[src/rtl/alu_sequencer_pkg.sv]
// Shared types for the ALU sequencer: FSM state encoding and the ALU op code map.
package alu_sequencer_pkg;

    typedef enum logic [1:0] {
        S_IDLE = 2'd0,
        S_EXEC = 2'd1,
        S_RESP = 2'd2
    } state_t;

    // OP_SET and OP_SHIFT are the base codes of 4-wide groups (4-7 and 8-11).
    typedef enum logic [3:0] {
        OP_ADD     = 4'd0,
        OP_SUB     = 4'd1,
        OP_XOR     = 4'd2,
        OP_AND     = 4'd3,
        OP_SET     = 4'd4,
        OP_SHIFT   = 4'd8,
        OP_ANDN    = 4'd12,
        OP_SLB     = 4'd13,
        OP_BTR     = 4'd14,
        OP_ILLEGAL = 4'd15
    } alu_op_t;

endpackage

[src/rtl/alu_sequencer_rr_arb2.sv]
// Two-way round-robin grant. Purely combinational; the pointer register lives in the caller.
module rr_arb2 (
    input  logic valid0,
    input  logic valid1,
    input  logic rr_ptr,
    output logic grant0,
    output logic grant1
);

    // A lone requester always wins; on contention rr_ptr names the preferred port.
    assign grant0 = valid0 & (~valid1 | ~rr_ptr);
    assign grant1 = valid1 & (~valid0 |  rr_ptr);

endmodule

[src/rtl/alu_sequencer.sv]
// Shares one single-cycle ALU between two requesters: arbitrate, hold the ALU inputs
// for ALU_LAT cycles, capture result/zero and return them on a tagged response channel.
module alu_sequencer
    import alu_sequencer_pkg::*;
#(
    parameter int WIDTH   = 16,
    parameter int OPW     = 4,
    parameter int ALU_LAT = 1
) (
    input  logic             clk,
    input  logic             rst_n,
    input  logic             req0_valid,
    output logic             req0_ready,
    input  logic [OPW-1:0]   req0_op,
    input  logic [WIDTH-1:0] req0_data1,
    input  logic [WIDTH-1:0] req0_data2,
    input  logic             req1_valid,
    output logic             req1_ready,
    input  logic [OPW-1:0]   req1_op,
    input  logic [WIDTH-1:0] req1_data1,
    input  logic [WIDTH-1:0] req1_data2,
    output logic [OPW-1:0]   alu_op,
    output logic [WIDTH-1:0] alu_data1,
    output logic [WIDTH-1:0] alu_data2,
    input  logic [WIDTH-1:0] alu_result,
    input  logic             alu_zero,
    output logic             rsp_valid,
    input  logic             rsp_ready,
    output logic             rsp_id,
    output logic [WIDTH-1:0] rsp_result,
    output logic             rsp_zero,
    output logic             rsp_err,
    output logic             busy
);

    localparam int CW = (ALU_LAT > 1) ? $clog2(ALU_LAT) : 1;
    localparam logic [CW-1:0] LAT_LOAD = CW'(ALU_LAT - 1);

    state_t           state;
    state_t           state_next;
    logic             rr_ptr;
    logic [CW-1:0]    counter;
    logic             grant0;
    logic             grant1;
    logic             accept;
    logic             handshake;
    logic             sel_id;
    logic [OPW-1:0]   sel_op;
    logic [WIDTH-1:0] sel_data1;
    logic [WIDTH-1:0] sel_data2;
    logic             sel_illegal;

    rr_arb2 u_arb (
        .valid0 (req0_valid),
        .valid1 (req1_valid),
        .rr_ptr (rr_ptr),
        .grant0 (grant0),
        .grant1 (grant1)
    );

    // Ready is gated by rst_n so every output reads 0 while reset is held.
    assign req0_ready = rst_n & (state == S_IDLE) & grant0;
    assign req1_ready = rst_n & (state == S_IDLE) & grant1;
    assign accept     = req0_ready | req1_ready;

    assign sel_id      = grant1;
    assign sel_op      = grant1 ? req1_op    : req0_op;
    assign sel_data1   = grant1 ? req1_data1 : req0_data1;
    assign sel_data2   = grant1 ? req1_data2 : req0_data2;
    assign sel_illegal = (sel_op == OPW'(OP_ILLEGAL));

    assign rsp_valid = (state == S_RESP);
    assign busy      = (state != S_IDLE);
    assign handshake = rsp_valid & rsp_ready;

    always_ff @(posedge clk or negedge rst_n) begin
        if (!rst_n) begin
            state <= S_IDLE;
        end else begin
            state <= state_next;
        end
    end

    always_comb begin
        state_next = state;
        case (state)
            S_IDLE: begin
                if (accept) begin
                    state_next = sel_illegal ? S_RESP : S_EXEC;
                end
            end
            S_EXEC: begin
                if (counter == '0) begin
                    state_next = S_RESP;
                end
            end
            S_RESP: begin
                if (rsp_ready) begin
                    state_next = S_IDLE;
                end
            end
            default: state_next = S_IDLE;
        endcase
    end

    // The ALU input registers double as the latched operands; an illegal op never
    // loads them, so the ALU keeps seeing the previous legal operation.
    always_ff @(posedge clk or negedge rst_n) begin
        if (!rst_n) begin
            rr_ptr     <= 1'b0;
            counter    <= '0;
            alu_op     <= '0;
            alu_data1  <= '0;
            alu_data2  <= '0;
            rsp_id     <= 1'b0;
            rsp_result <= '0;
            rsp_zero   <= 1'b0;
            rsp_err    <= 1'b0;
        end else begin
            if (accept) begin
                rsp_id  <= sel_id;
                rsp_err <= sel_illegal;
                if (sel_illegal) begin
                    rsp_result <= '0;
                    rsp_zero   <= 1'b0;
                end else begin
                    alu_op    <= sel_op;
                    alu_data1 <= sel_data1;
                    alu_data2 <= sel_data2;
                    counter   <= LAT_LOAD;
                end
            end
            if (state == S_EXEC) begin
                if (counter == '0) begin
                    rsp_result <= alu_result;
                    rsp_zero   <= alu_zero;
                end else begin
                    counter <= counter - CW'(1);
                end
            end
            if (handshake) begin
                rr_ptr <= ~rsp_id;
            end
        end
    end

endmodule

[config.mk]
export PLATFORM = sky130hd
export DESIGN_NAME = alu_sequencer
export DESIGN_NICKNAME = d
export VERILOG_FILES = /design/src/rtl/alu_sequencer_pkg.sv /design/src/rtl/alu_sequencer_rr_arb2.sv /design/src/rtl/alu_sequencer.sv
export SDC_FILE = /design/constraint.sdc
export NUM_CORES = 1
export LEC_CHECK = 0
export ABC_AREA = 1
export CAP_MARGIN = 40
export CELL_PAD_IN_SITES_DETAIL_PLACEMENT = 1
export CELL_PAD_IN_SITES_GLOBAL_PLACEMENT = 2
export CORE_ASPECT_RATIO = 1.75
export CORE_UTILIZATION = 20
export CTS_CLUSTER_DIAMETER = 30
export DETAILED_ROUTE_END_ITERATION = 16
export PLACE_DENSITY_LB_ADDON = 0.1
export SYNTH_ARGS = -nofsm -noshare
export SYNTH_HDL_FRONTEND = slang
export SYNTH_HIERARCHICAL = 1
export SYNTH_SLANG_ARGS = --single-unit
[constraint.sdc]
create_clock -name clk -period 2.1 [get_ports clk]
set_input_delay 0.63 -clock clk [delete_from_list [all_inputs] [get_ports clk]]
set_output_delay 0.63 -clock clk [all_outputs]
set_load 0.01 [all_outputs]
==> metrics <==
status=complete, no violations; TritonCTS clock tree=done; Core Area=0.01491 sq mm; vias in the first global route=3501; initial antenna violation count=0; Inserted Diodes=0; post-DP HPWL=8.148 mm; Tmin final=1.984 ns; clk buf depth=2; Root Driver=clkbuf_16; EDFF count, synth=0; ys async rst share=1.000; post-synthesis register bit count=59; I/O pin count=153; Die ar.=0.01584 sq mm; DIE HEIGHT=165.7 microns; Clock Latency Late Sink=0.32 ns; layout cell share with drive strength beyond 1=0.08389; drt wl/cell=13.75 microns; commonest non-fill, non-tap cell in the layout=nand2_1; Critical-path top delay cell=dlygate4sd2_1; die width=95.57 microns; final hold vios=0; RSZ-0062 raised after global routing=false; Rel. slew slack=0.4534; Area growth, synth to finish=69.05%; largest net degree at the start of global routing=60; Synth Instances=432; Seq/Total Area, Yosys=0.4818; Synth area leader=dfrtp_1; H-tree depth=3; post-synthesis area per instance=7.093 sq um; mapped cell area=0.003064 sq mm; Placed Area=0.004806 sq mm; via/cell ratio=4.166; Setup CP Type=in -> out; Leakage=0.002696 uW; cts bufs inserted=9; DRC viols=0; Final ANT Viol Nets=0; FMAX=504.1 MHz; syn nets=526; Crit path top cell by count=nand2_1; Tightest Hold Check Type=reg -> reg; Max FO, Critical Path=2; Worst Setup Start Kind=primary input; power per cell area=1314 mW/mm^2; global-route wire length before repair=17.23 mm; clk sinks=59; CTS Hold Bufs=0; final setup margin=0.1162 ns; Synth Warn #=6; Final #Nets=685; routability cong.=0.7058; crit share post-route=0.9446; Worst path max stage delay=0.22 ns; worst vdd ir=468.6 uV; port bufs=152; post-place setup slack=-0.5856 ns; Synth area leaders=dfrtp_1 48%, nand2_1 31%, nand3_1 5.2%, inv_1 3.9%, buf_6 2.6%; final design area excluding fillers=0.005180 sq mm; GR Util All Layers=0.1436; Synth top area share=0.4818; Post-synth top flop=dfrtp_1; number of setup violations in the final report=0; Worst-Margin Slew=0.8199 ns; CTS clk-pin slew, worst paths=0.05 ns; WL final=10.71 mm; DR iter-0 viols=34; max-slew violations=0; starting density of the core=0.2055; final setup skew=0.004125 ns; Worst setup EP type=output pin; crit path cell chain=dlygate4sd2_1, inv_1, nand2_1, nand2_1, inv_2, nor2_1, buf_2; Vias=3245; Std-Cell Rows=59; grt total ovfl=0; max-cap violations=0; most frequent cells in the layout=256 x nand2_1, 145 x clkdlybuf4s50_1, 59 x dfrtp_1; Unique masters post-synth=20; Critical Path RT=1.47 ns; drt pass-1 iters=4; Worst EP arrival=1.35 ns
worst max-delay path, delay by kind of cell:
family                 cells  cell delay (ns)
AND/OR/NAND/NOR            3             0.24
buffers and inverters      4             0.48
layout make-up:
type	count	area, sq um
Inverter	34	127.6
Timing Repair Buffer	171	1684
Clock inverter	4	95.09
Fill cell	1810	9732
Multi-Input combinational cell	316	1301
Tap cell	183	229.0
Sequential cell	59	1476
Clock buffer	12	266.5
per-layer routing:
layer | vias to the layer above | GRT usage | part of all wire
met2 | 88 | 0.2786 | 0.57
met4 | 0 | 0.05127 | 0.017
met5 | - | 0 | 0
li1 | 1610 | - | -
met1 | 1536 | 0.1451 | 0.37
met3 | 11 | 0.02701 | 0.046
cell usage after synthesis, types with 2 or more instances:
library cell,number
inv_1,32
nand2_1,256
buf_4,4
nand2_2,6
buf_2,4
nand3_1,32
clkbuf_1,7
buf_6,7
nand3b_1,4
nor2_1,6
dfrtp_1,59
o21ai_0,6
nor2_4,2
where the power goes:
part	switching, uW	total, uW	internal, uW
logic	1530	3080	1560
registers	298	1950	1660
clock network	516	1770	1250
total	2340	6810	4470
registers in the layout, indices dropped and copies added (netlist names):
signal,cells
rsp_result,16
rsp_zero,1
state,2
rr_ptr,1
rsp_id,1
counter,1
rsp_err,1
alu_data2,16
alu_op,4
alu_data1,16
stage by stage:
stage | std cells | hold WS, ns | total power, uW | TNS [ns] | utilization
finish | 779 | 0.4696 | 6809 | 0 | 0.3474
global placement | 761 | 0.4532 | 5069 | -28.09 | 0.3223
detailed placement | 761 | 0.4668 | 5151 | -31.00 | 0.3223
floorplan | 432 | 0.3344 | 3416 | 0 | -
CTS | 779 | 0.4810 | 6982 | 0 | 0.3470
global route | 779 | 0.4983 | 7361 | 0 | 0.3474
repair_timing:
| action | 4_1_cts | 5_1_grt |
|---|---|---|
| pin swaps | 2 | 0 |
| endpoints found under the hold margin | 0 | 0 |
| setup endpoints to repair | 61 | 15 |
| buffers inserted | 2 | 0 |
| gates resized for setup | 14 | 1 |
logic make-up (layout without fill, tap and decap cells):
logic type | count (synthesis) | after routing | share of synthesized area
buffers and inverters | 57 | 221 | 0.09351
AND/OR/NAND/NOR | 308 | 308 | 0.4079
flip-flops | 59 | 59 | 0.4818
AO/OA/AOI/OAI | 8 | 8 | 0.01674
final timing paths:
check                      slack [ns]  cells after the start                         to                     start
setup reg to reg                 0.32                     11  alu_data2[10]$_DFFE_PN0P_        rr_ptr$_DFFE_PN0P_
hold reg to reg                  0.47                      2   alu_data2[6]$_DFFE_PN0P_  alu_data2[6]$_DFFE_PN0P_
setup / recovery                 0.12                      7                 req1_ready                req0_valid
max in group asynchronous        1.05                      2   alu_data1[9]$_DFFE_PN0P_                     rst_n
hold / removal                   0.47                      2   alu_data2[6]$_DFFE_PN0P_  alu_data2[6]$_DFFE_PN0P_
min in group asynchronous        0.51                      2    rsp_result[1]$_DFF_PN0_                     rst_n
(Power assumes the default switching activity.)
